==> config.mk <==
export PLATFORM = sky130hd
export DESIGN_NAME = uart_frame_parser
export DESIGN_NICKNAME = d
export VERILOG_FILES = /design/src/rtl/uart_frame_pkg.sv /design/src/rtl/uart_rsp_reg.sv /design/src/rtl/uart_frame_parser.sv
export SDC_FILE = /design/constraint.sdc
export NUM_CORES = 1
export LEC_CHECK = 0
export ABC_AREA = 0
export ABC_CLOCK_PERIOD_IN_PS = 4150
export CORE_ASPECT_RATIO = 0.6
export CORE_MARGIN = 3
export CORE_UTILIZATION = 40
export DETAILED_ROUTE_END_ITERATION = 6
export PLACE_DENSITY = 0.66
export SYNTH_ARGS = -nofsm -noshare
export SYNTH_HDL_FRONTEND = slang
export SYNTH_SLANG_ARGS = --single-unit
export TNS_END_PERCENT = 30
==> constraint.sdc <==
create_clock -name i_clk_100 -period 4.15 [get_ports i_clk_100]
set_input_delay 0.415 -clock i_clk_100 [delete_from_list [all_inputs] [get_ports i_clk_100]]
set_output_delay 0.415 -clock i_clk_100 [all_outputs]
set_load 0.05 [all_outputs]
==> src/rtl/uart_frame_pkg.sv <==
// Shared constants and enums for the UART command-frame parser.
package uart_frame_pkg;

  localparam logic [7:0] HDR_BYTE  = 8'hAA;
  localparam logic [7:0] FTR_BYTE  = 8'h55;
  localparam logic [7:0] ACK_BYTE  = 8'hEE;
  localparam logic [7:0] NACK_BYTE = 8'hFF;

  localparam logic [3:0] TYPE_ACU   = 4'h1;
  localparam logic [3:0] TYPE_PLANK = 4'h2;
  localparam logic [3:0] TYPE_SNSR  = 4'h4;

  typedef enum logic [2:0] {
    ERR_NONE = 3'd0,
    ERR_CHK  = 3'd1,
    ERR_FTR  = 3'd2,
    ERR_TYPE = 3'd3,
    ERR_TMO  = 3'd4
  } err_e;

  typedef enum logic [2:0] {
    ST_IDLE,
    ST_CMD,
    ST_PAYLOAD,
    ST_CHK,
    ST_FTR
  } state_e;

endpackage

==> src/rtl/uart_rsp_reg.sv <==
// Single-entry ACK/NACK holding register with ready handshake.
// A newly raised response overwrites one that is still pending.
module uart_rsp_reg (
  input  logic       clk_i,
  input  logic       rst_ni,
  input  logic       set_i,
  input  logic [7:0] byte_i,
  input  logic       ready_i,
  output logic       valid_o,
  output logic [7:0] byte_o
);

  logic       valid_q, valid_d;
  logic [7:0] byte_q, byte_d;

  always_comb begin
    valid_d = valid_q;
    byte_d  = byte_q;
    if (set_i) begin
      valid_d = 1'b1;
      byte_d  = byte_i;
    end else if (valid_q && ready_i) begin
      valid_d = 1'b0;
    end
  end

  always_ff @(posedge clk_i) begin
    if (!rst_ni) begin
      valid_q <= 1'b0;
      byte_q  <= 8'h00;
    end else begin
      valid_q <= valid_d;
      byte_q  <= byte_d;
    end
  end

  assign valid_o = valid_q;
  assign byte_o  = byte_q;

endmodule

==> src/rtl/uart_frame_parser.sv <==
// Parses AA,cmd,payload[N],chk,55 frames and raises ACK/NACK responses.
// Define UART_FRAME_TIMEOUT_EN to abort stalled frames after TIMEOUT_CYC idle clocks.
module uart_frame_parser
  import uart_frame_pkg::*;
#(
  parameter int MAX_LEN     = 32,
  parameter int ACU_LEN     = 5,
  parameter int PLANK_LEN   = 18,
  parameter int SNSR_LEN    = 1,
  parameter int TIMEOUT_CYC = 17360
) (
  input  logic                 i_clk_100,
  input  logic                 i_rst_n,
  input  logic                 i_rx_valid,
  input  logic [7:0]           i_rx_byte,
  output logic                 o_frm_valid,
  output logic [7:0]           o_frm_cmd,
  output logic [5:0]           o_frm_len,
  output logic [MAX_LEN*8-1:0] o_payload,
  output logic                 o_rsp_valid,
  output logic [7:0]           o_rsp_byte,
  input  logic                 i_rsp_ready,
  output logic [2:0]           o_err
);

  localparam int IDX_W = (MAX_LEN > 1) ? $clog2(MAX_LEN) : 1;

  if (ACU_LEN > MAX_LEN || PLANK_LEN > MAX_LEN || SNSR_LEN > MAX_LEN || MAX_LEN > 63) begin : g_len_chk
    $fatal(1, "uart_frame_parser: a frame length exceeds MAX_LEN (or MAX_LEN > 63)");
  end

  state_e                    state_q, state_d;
  err_e                      err_q, err_d;
  logic [IDX_W-1:0]          idx_q, idx_d;
  logic [7:0]                xor_q, xor_d;
  logic [7:0]                cmd_q, cmd_d;
  logic [5:0]                len_q, len_d;
  logic                      match_q, match_d;
  logic [MAX_LEN-1:0][7:0]   buf_q, buf_d;
  logic                      frm_valid_q, frm_valid_d;
  logic [7:0]                frm_cmd_q, frm_cmd_d;
  logic [5:0]                frm_len_q, frm_len_d;
  logic [MAX_LEN-1:0][7:0]   payload_q, payload_d;
  logic                      type_ok;
  logic [5:0]                type_len;
  logic                      rsp_set;
  logic [7:0]                rsp_byte;
`ifdef UART_FRAME_TIMEOUT_EN
  localparam int TMO_W = $clog2(TIMEOUT_CYC + 1);
  logic [TMO_W-1:0]          tmo_q, tmo_d;
`endif

  always_comb begin
    type_ok  = 1'b1;
    type_len = 6'd0;
    case (i_rx_byte[3:0])
      TYPE_ACU:   type_len = 6'(ACU_LEN);
      TYPE_PLANK: type_len = 6'(PLANK_LEN);
      TYPE_SNSR:  type_len = 6'(SNSR_LEN);
      default:    type_ok  = 1'b0;
    endcase
  end

  always_comb begin
    state_d     = state_q;
    err_d       = err_q;
    idx_d       = idx_q;
    xor_d       = xor_q;
    cmd_d       = cmd_q;
    len_d       = len_q;
    match_d     = match_q;
    buf_d       = buf_q;
    frm_valid_d = 1'b0;
    frm_cmd_d   = frm_cmd_q;
    frm_len_d   = frm_len_q;
    payload_d   = payload_q;
    rsp_set     = 1'b0;
    rsp_byte    = ACK_BYTE;
    if (i_rx_valid) begin
      case (state_q)
        ST_IDLE: if (i_rx_byte == HDR_BYTE) begin
          state_d = ST_CMD;
          xor_d   = HDR_BYTE;
          err_d   = ERR_NONE;
        end
        ST_CMD: begin
          xor_d = xor_q ^ i_rx_byte;
          cmd_d = i_rx_byte;
          len_d = type_len;
          idx_d = '0;
          if (type_ok) state_d = ST_PAYLOAD;
          else begin
            state_d = ST_IDLE;
            err_d   = ERR_TYPE;
          end
        end
        ST_PAYLOAD: begin
          // A header byte here is plain data; there is no resync.
          buf_d[idx_q] = i_rx_byte;
          xor_d        = xor_q ^ i_rx_byte;
          if (32'(idx_q) + 32'd1 == 32'(len_q)) begin
            state_d = ST_CHK;
            idx_d   = '0;
          end else if (32'(idx_q) != 32'(MAX_LEN - 1)) begin
            idx_d = idx_q + 1'b1;
          end
        end
        ST_CHK: begin
          match_d = (i_rx_byte == xor_q);
          state_d = ST_FTR;
        end
        ST_FTR: begin
          state_d = ST_IDLE;
          rsp_set = 1'b1;
          if (!match_q) begin
            err_d    = ERR_CHK;
            rsp_byte = NACK_BYTE;
          end else if (i_rx_byte != FTR_BYTE) begin
            err_d    = ERR_FTR;
            rsp_byte = NACK_BYTE;
          end else begin
            frm_valid_d = 1'b1;
            frm_cmd_d   = cmd_q;
            frm_len_d   = len_q;
            payload_d   = buf_q;
          end
        end
        default: state_d = ST_IDLE;
      endcase
    end
`ifdef UART_FRAME_TIMEOUT_EN
    tmo_d = (state_q == ST_IDLE || i_rx_valid) ? '0 : tmo_q + 1'b1;
    if (state_q != ST_IDLE && !i_rx_valid && 32'(tmo_q) == 32'(TIMEOUT_CYC - 1)) begin
      state_d  = ST_IDLE;
      err_d    = ERR_TMO;
      rsp_set  = 1'b1;
      rsp_byte = NACK_BYTE;
      tmo_d    = '0;
    end
`endif
  end

  always_ff @(posedge i_clk_100) begin
    if (!i_rst_n) begin
      state_q     <= ST_IDLE;
      err_q       <= ERR_NONE;
      idx_q       <= '0;
      xor_q       <= 8'h00;
      cmd_q       <= 8'h00;
      len_q       <= 6'd0;
      match_q     <= 1'b0;
      frm_valid_q <= 1'b0;
      frm_cmd_q   <= 8'h00;
      frm_len_q   <= 6'd0;
      payload_q   <= '0;
`ifdef UART_FRAME_TIMEOUT_EN
      tmo_q       <= '0;
`endif
    end else begin
      state_q     <= state_d;
      err_q       <= err_d;
      idx_q       <= idx_d;
      xor_q       <= xor_d;
      cmd_q       <= cmd_d;
      len_q       <= len_d;
      match_q     <= match_d;
      frm_valid_q <= frm_valid_d;
      frm_cmd_q   <= frm_cmd_d;
      frm_len_q   <= frm_len_d;
      payload_q   <= payload_d;
`ifdef UART_FRAME_TIMEOUT_EN
      tmo_q       <= tmo_d;
`endif
    end
  end

  // Working buffer needs no reset; only the good-frame copy is visible.
  always_ff @(posedge i_clk_100) buf_q <= buf_d;

  uart_rsp_reg u_rsp (
    .clk_i   (i_clk_100),
    .rst_ni  (i_rst_n),
    .set_i   (rsp_set),
    .byte_i  (rsp_byte),
    .ready_i (i_rsp_ready),
    .valid_o (o_rsp_valid),
    .byte_o  (o_rsp_byte)
  );

  assign o_frm_valid = frm_valid_q;
  assign o_frm_cmd   = frm_cmd_q;
  assign o_frm_len   = frm_len_q;
  assign o_payload   = payload_q;
  assign o_err       = err_q;

endmodule

==> results of run 1 <==
[per-layer routing]
metal	up-vias	wire length (um)	track usage (%)
met5	-	0	0
met4	0	600	3.23
met3	46	2950	3.50
met2	356	23400	30.5
met1	6516	24000	27.5
li1	6278	-	-
[flip-flops by register name (all words and copies together) (netlist names)]
register / count
match_q: 1
o_frm_len: 3
buf_q: 256
o_err: 2
u_rsp.valid_o: 1
o_frm_cmd: 8
state_q: 3
o_payload: 256
cmd_q: 8
o_frm_valid: 1
xor_q: 8
idx_q: 5
len_q: 3
u_rsp.byte_o: 2
[worst max-delay path: stages (launching register included)]
cell and delay [ps]:
dfxtp_1 570, or3b_1 460, nor4_2 560, and2_4 780, buf_12 380, nand2_1 110, a21boi_0 190
[cell usage in the layout (no fill, tap or decap), types with 3 or more instances in the layout]
master / count
buf_4: 19
clkbuf_1: 12
xnor2_1: 5
dfxtp_1: 301
nor3_1: 4
nor2b_1: 8
clkdlybuf4s50_1: 282
bufinv_16: 5
inv_1: 6
nand3_1: 9
o221a_2: 4
or2_2: 3
clkinv_1: 7
buf_12: 6
or3_1: 6
a21boi_0: 62
nand3b_1: 6
ha_1: 5
nand2b_1: 15
clkinv_2: 7
clkbuf_8: 5
buf_2: 8
a21oi_1: 6
nor2_1: 48
and3_1: 3
nand4_1: 6
edfxtp_1: 256
o21a_1: 3
o21ai_0: 13
clkbuf_16: 52
or3b_1: 3
a21boi_1: 221
conb_1: 3
nand2_1: 567
[layout make-up]
cell class	count	area share (%)
tap	640	3.24
timing repair buffer	316	12.7
multi-input combinational	1035	21.9
clock buffer	69	5.72
clock inverter	24	1.02
inverter	6	0.0910
sequential	557	55.4
[cell families after synthesis]
family                   count (synthesis)  share of synthesized area, %
AND/OR/NAND/NOR                        696                          14.4
flip-flops                             557                          69.3
AO/OA/AOI/OAI                          322                          12.1
buffers and inverters                  124                          3.40
XOR/XNOR                                 7                         0.310
adder cells (fa/ha/maj)                  5                         0.316
multiplexers                             2                         0.101
other                                    1                        0.0190
[worst paths after layout]
| kind | from | slack, ps | to |
|---|---|---|---|
| hold reg to reg | o_payload[215] | 450 | o_payload[215] |
| setup / recovery | state_q[2] | 980 | o_payload[40] |
| hold / removal | o_payload[215] | 450 | o_payload[215] |
| setup reg to reg | state_q[2] | 980 | o_payload[40] |
[through the flow]
stage | cell area, um^2 | power [uW]
3_3_place_gp | 23100 | 6040
4_1_cts | 24800 | 10700
3_5_place_dp | 23100 | 6050
2_1_floorplan | 19800 | 5940
5_1_grt | 24800 | 11000
6_report | 24800 | 10600
[power groups by stage]
stage               logic, uW  clock network [uW]  registers (uW)
finish                    191                4700            5730
global placement          192                   0            5850
global route              203                5020            5730
CTS                       195                4800            5730
detailed placement        194                   0            5850
floorplan                92.1                   0            5850
==> impl_metrics.yaml, run 1 <==
logic_synthesis:
  synth_seq_cells: 557
  yosysMostFrequentCell: "nand2_1"
  async_flop_share_pct: 0
  yosysWarnings: 0
  yosysUniqueCellTypes: 52
  netlist_top_cells_count: "568 x nand2_1, 301 x dfxtp_1, 256 x edfxtp_1, 221 x a21boi_1, 73 x clkbuf_1"
  yosysTopAreaCellShare_pct: 38.9
  synth.avg_cell_area_um2: 11.5
  synthFlopType: "dfxtp_1"
  synth_area_leader_cell: "edfxtp_1"
  synth_area_leaders: "edfxtp_1 39%, dfxtp_1 30%, nand2_1 11%, a21boi_1 8.4%, a21boi_0 2.4%"
  synth_edf_count: 256
  syn_inst: 1714
  ys_seq_area_share_pct: 69.3
  syn_area_um2: 19800
timing:
  fin_setup_tns_ps: 0
  rsz0062_at_grt: "false"
  final.period_utilization_pct: 76.3
  finalWorstSetupSlack_ps: 984
  finalMaxSlewViolations: 0
  timing.hold.ws_ps: 450
  worstMarginPinSlew_ps: 907
  finalHoldViolCount: 0
  max_freq_mhz: 316
  fin_worst_skew_ps: 19.7
  relSlewSlack_pct: 39.5
  finalSetupViolations: 0
  fin_crit_ps: 3170
global_routing:
  grt_antenna_before_repair: 0
  grt_pass1_wl_um: 77100
  track_usage_pct: 19.0
  grt_max_degree: 132
  grt_pass1_vias: 12800
  overflow: 0
clock_network:
  cts_buffers: 50
  hold_buffers: 0
  cts_buffer_depth: 3
  clk_pin_slew_ps: 60
  cts_setup_buffers: 0
  htreeDepth: 2
  cts-resized-gates: 0
  clock-sinks: 557
  clockRootBuffer: "clkbuf_16"
  clock_latency_ps: 560
  cts_tree: "yes"
placed_design:
  routabilityCongestion: 0.796
  hpwlAfterDp_um: 30600
  io_buffers: 291
  dp_slack_ps: 991
  post-place-cells: 2554
setup_path:
  cp.arrival_ps: 3640
  reg2regPathDepth: 6
  start_kind: "register"
  crit_required_ps: 4630
  path_class: "reg -> reg"
  crit_path_end_kind: "register"
  path_max_fanout: 79
power_and_ir_drop:
  p_switching_uw: 2140
  p_clk_share_pct: 44.3
  pwr-share-comb_pct: 1.8
  peakVddDrop_v: 0.000306
  total_leakage_power_uw: 0.00795
  swShare_pct: 20.1
  power.internal_uw: 8490
  power_density_nw_per_um2: 429
  seqPwrFrac_pct: 53.9
run_status:
  run_status: "finished clean"
finish:
  antenna_cells: 0
  fillers: 4252
  area_delta_synth_final_pct: 25.1
  multi_input_area_um2: 5410
  nets: 1983
  drive_gt1_share_pct: 6.13
  final_core_util_pct: 51.2
  layout.cells.non_filler: 2647
  seq_area_um2: 13700
floorplanning:
  placementRows: 62
  start_util_pct: 40.9
  die_y_um: 178
  dieWidth_um: 293
  design.die.area_um2: 52200
  core_um2: 48300
  ios: 295
routing:
  via_per_inst: 4.99
  wl_per_cell_um: 19.2
  drt-initial-drc-count: 1016
  wirelength_um: 50900
  ant_nets: 0
  vias: 13200
  drtPass1Iterations: 5
  drc_errors: 0
worst_hold_path:
  min_path_type: "reg -> reg"
  hold_depth: 2
run:
  cap_violations: 0
Power figures use the tool's default switching activity.
==> run 2: changes to the inputs <==
ABC_CLOCK_PERIOD_IN_PS = 3000   (was 4150)
clock period = 3 ns   (was 4.15 ns; I/O delays follow)
==> run 2 against run 1 <==
First-iteration DRC count is 5.3% lower. Clock power is 45% higher. Worst setup slack worse by 580 ps. Critical path type unchanged.
==> impl_metrics.yaml, run 2 (synthesis results as in run 1) <==
routing:
  ant_nets: 0
  drt-initial-drc-count: 962
  via_per_inst: 4.96
  drc_errors: 0
  drtPass1Iterations: 5
  wirelength_um: 50900
  vias: 13300
  wl_per_cell_um: 19.0
setup_path:
  cp.depth: 8
  path_max_fanout: 8
  crit_path_end_kind: "register"
  critPathTopFamily: "compound AO/OA/AOI/OAI gates"
  cpMostUsedCell: "ha_1"
  rrSetupSlack_ps: 400
  cp.arrival_ps: 3110
  cp-endpoint: "state_q[0]"
  r2r_start: "idx_q[1]"
  cp.buffers_inverters: 0
  crit_path_max_incr_delay_ps: 490
  reg2regPathDepth: 8
  crit_required_ps: 3510
  path_class: "reg -> reg"
  reg2reg_to: "state_q[0]"
  crit_start: "idx_q[1]"
  start_kind: "register"
  crit_chain: "ha_1, and3_1, ha_1, or3_1, nand2_1, o211ai_1, a2111oi_0, o21a_1"
  slowest_stage: "a2111oi_0"
timing:
  fin_worst_skew_ps: 25.6
  relSlewSlack_pct: 34.3
  finalSetupViolations: 0
  finalMaxSlewViolations: 0
  worstMarginPinSlew_ps: 985
  finalHoldViolCount: 0
  fin_setup_tns_ps: 0
  fin_crit_ps: 2600
  final.period_utilization_pct: 86.7
  rsz0062_at_grt: "false"
  max_freq_mhz: 385
global_routing:
  track_usage_pct: 19.1
  use_met3_pct: 3.50
  grt_pass1_vias: 13100
  grt_max_degree: 177
  grtUsageMet2_pct: 30.8
  met1_usage_pct: 27.3
  busiest_layer: "met2"
  grt_antenna_before_repair: 1
  overflow: 0
  grt_pass1_wl_um: 77500
power_and_ir_drop:
  p_switching_uw: 3010
  p_clk_share_pct: 45.4
  pwr-share-comb_pct: 1.8
  total_leakage_power_uw: 0.00818
  power.internal_uw: 12000
  total_power_uw: 15000
  power_density_nw_per_um2: 597
  seqPwrFrac_pct: 52.7
  peakVddDrop_v: 0.000387
  swShare_pct: 20.0
finish:
  nets: 2016
  fillers: 4182
  postLayoutCellArea_um2: 25200
  area_delta_synth_final_pct: 27.2
  drive_gt1_share_pct: 7.89
  multi_input_area_um2: 5410
  layout_commonest_cell: "nand2_1"
  seq_area_um2: 13700
  final_cell_mix: "567 x nand2_1, 301 x dfxtp_1, 282 x clkdlybuf4s50_1, 256 x edfxtp_1, 221 x a21boi_1"
floorplanning:
  core_um2: 48300
  placementRows: 62
  design.die.area_um2: 52200
  ios: 295
  die_y_um: 178
  start_util_pct: 40.9
  dieWidth_um: 293
clock_network:
  clock-sinks: 557
  clk_pin_slew_ps: 70
  cts_buffer_depth: 3
  cts_setup_buffers: 0
  hold_buffers: 0
  htreeDepth: 2
  cts-resized-gates: 0
  clock_latency_ps: 580
  clockRootBuffer: "clkbuf_16"
  cts_buffers: 50
  cts_tree: "yes"
placed_design:
  hpwlAfterDp_um: 32500
  io_buffers: 291
  routabilityCongestion: 0.777
  placed_area_um2: 23400
run:
  cap_violations: 0
worst_hold_path:
  min_path_type: "in -> reg"
run_status:
  run_status: "finished clean"
## run 2: cell types whose count changed in the layout (fill, tap and decap cells not counted), sizes merged
cell,previous run,this run
buf,34,67
diode,0,1
bufinv,5,6
clkinvlp,1,4
clkbuf,69,73
clkinv,16,8
inv,8,9
## run 2: metrics by stage
step	hold slack, ps	std cells	setup slack, ps	util, %
global route	191	2681	183	52.1
finish	232	2682	399	52.1
detailed placement	443	2587	406	48.4
CTS	186	2681	417	52.1
global placement	440	2587	497	48.4
floorplan	399	1716	774	-
## run 2: layout make-up
class	count	share of cell area [%]
Antenna cell	1	0.00994
Multi-Input combinational cell	1035	21.5
Clock inverter	21	1.13
Tap cell	640	3.18
Sequential cell	557	54.5
Clock buffer	73	5.94
Inverter	6	0.0895
Timing Repair Buffer	349	13.6
## run 2: per-layer routing
layer  up-vias  routed length (um)
met5         -                   0
li1       6355                   -
met4         0                 507
met1      6545               23900
met2       348               23500
met3        49                3010
## run 2: how the worst min path moves through the flow
stage,start,to,depth (start not counted)
2_1_floorplan,i_rx_byte[0],buf_q[0],0
3_3_place_gp,o_payload[100],o_payload[100],2
3_5_place_dp,o_payload[162],o_payload[162],2
4_1_cts,i_rx_byte[1],buf_q[81],1
5_1_grt,i_rx_byte[1],buf_q[81],1
6_report,i_rx_byte[1],buf_q[81],1
## run 2: power by group through the flow
stage                     sequential [uW]  clock (uW)  combinational, uW
after floorplan                      8100           0                127
after global placement               8100           0                276
after detailed placement             8100           0                279
after CTS                            7930        6990                278
after global routing                 7920        7290                293
final                                7930        6830                274
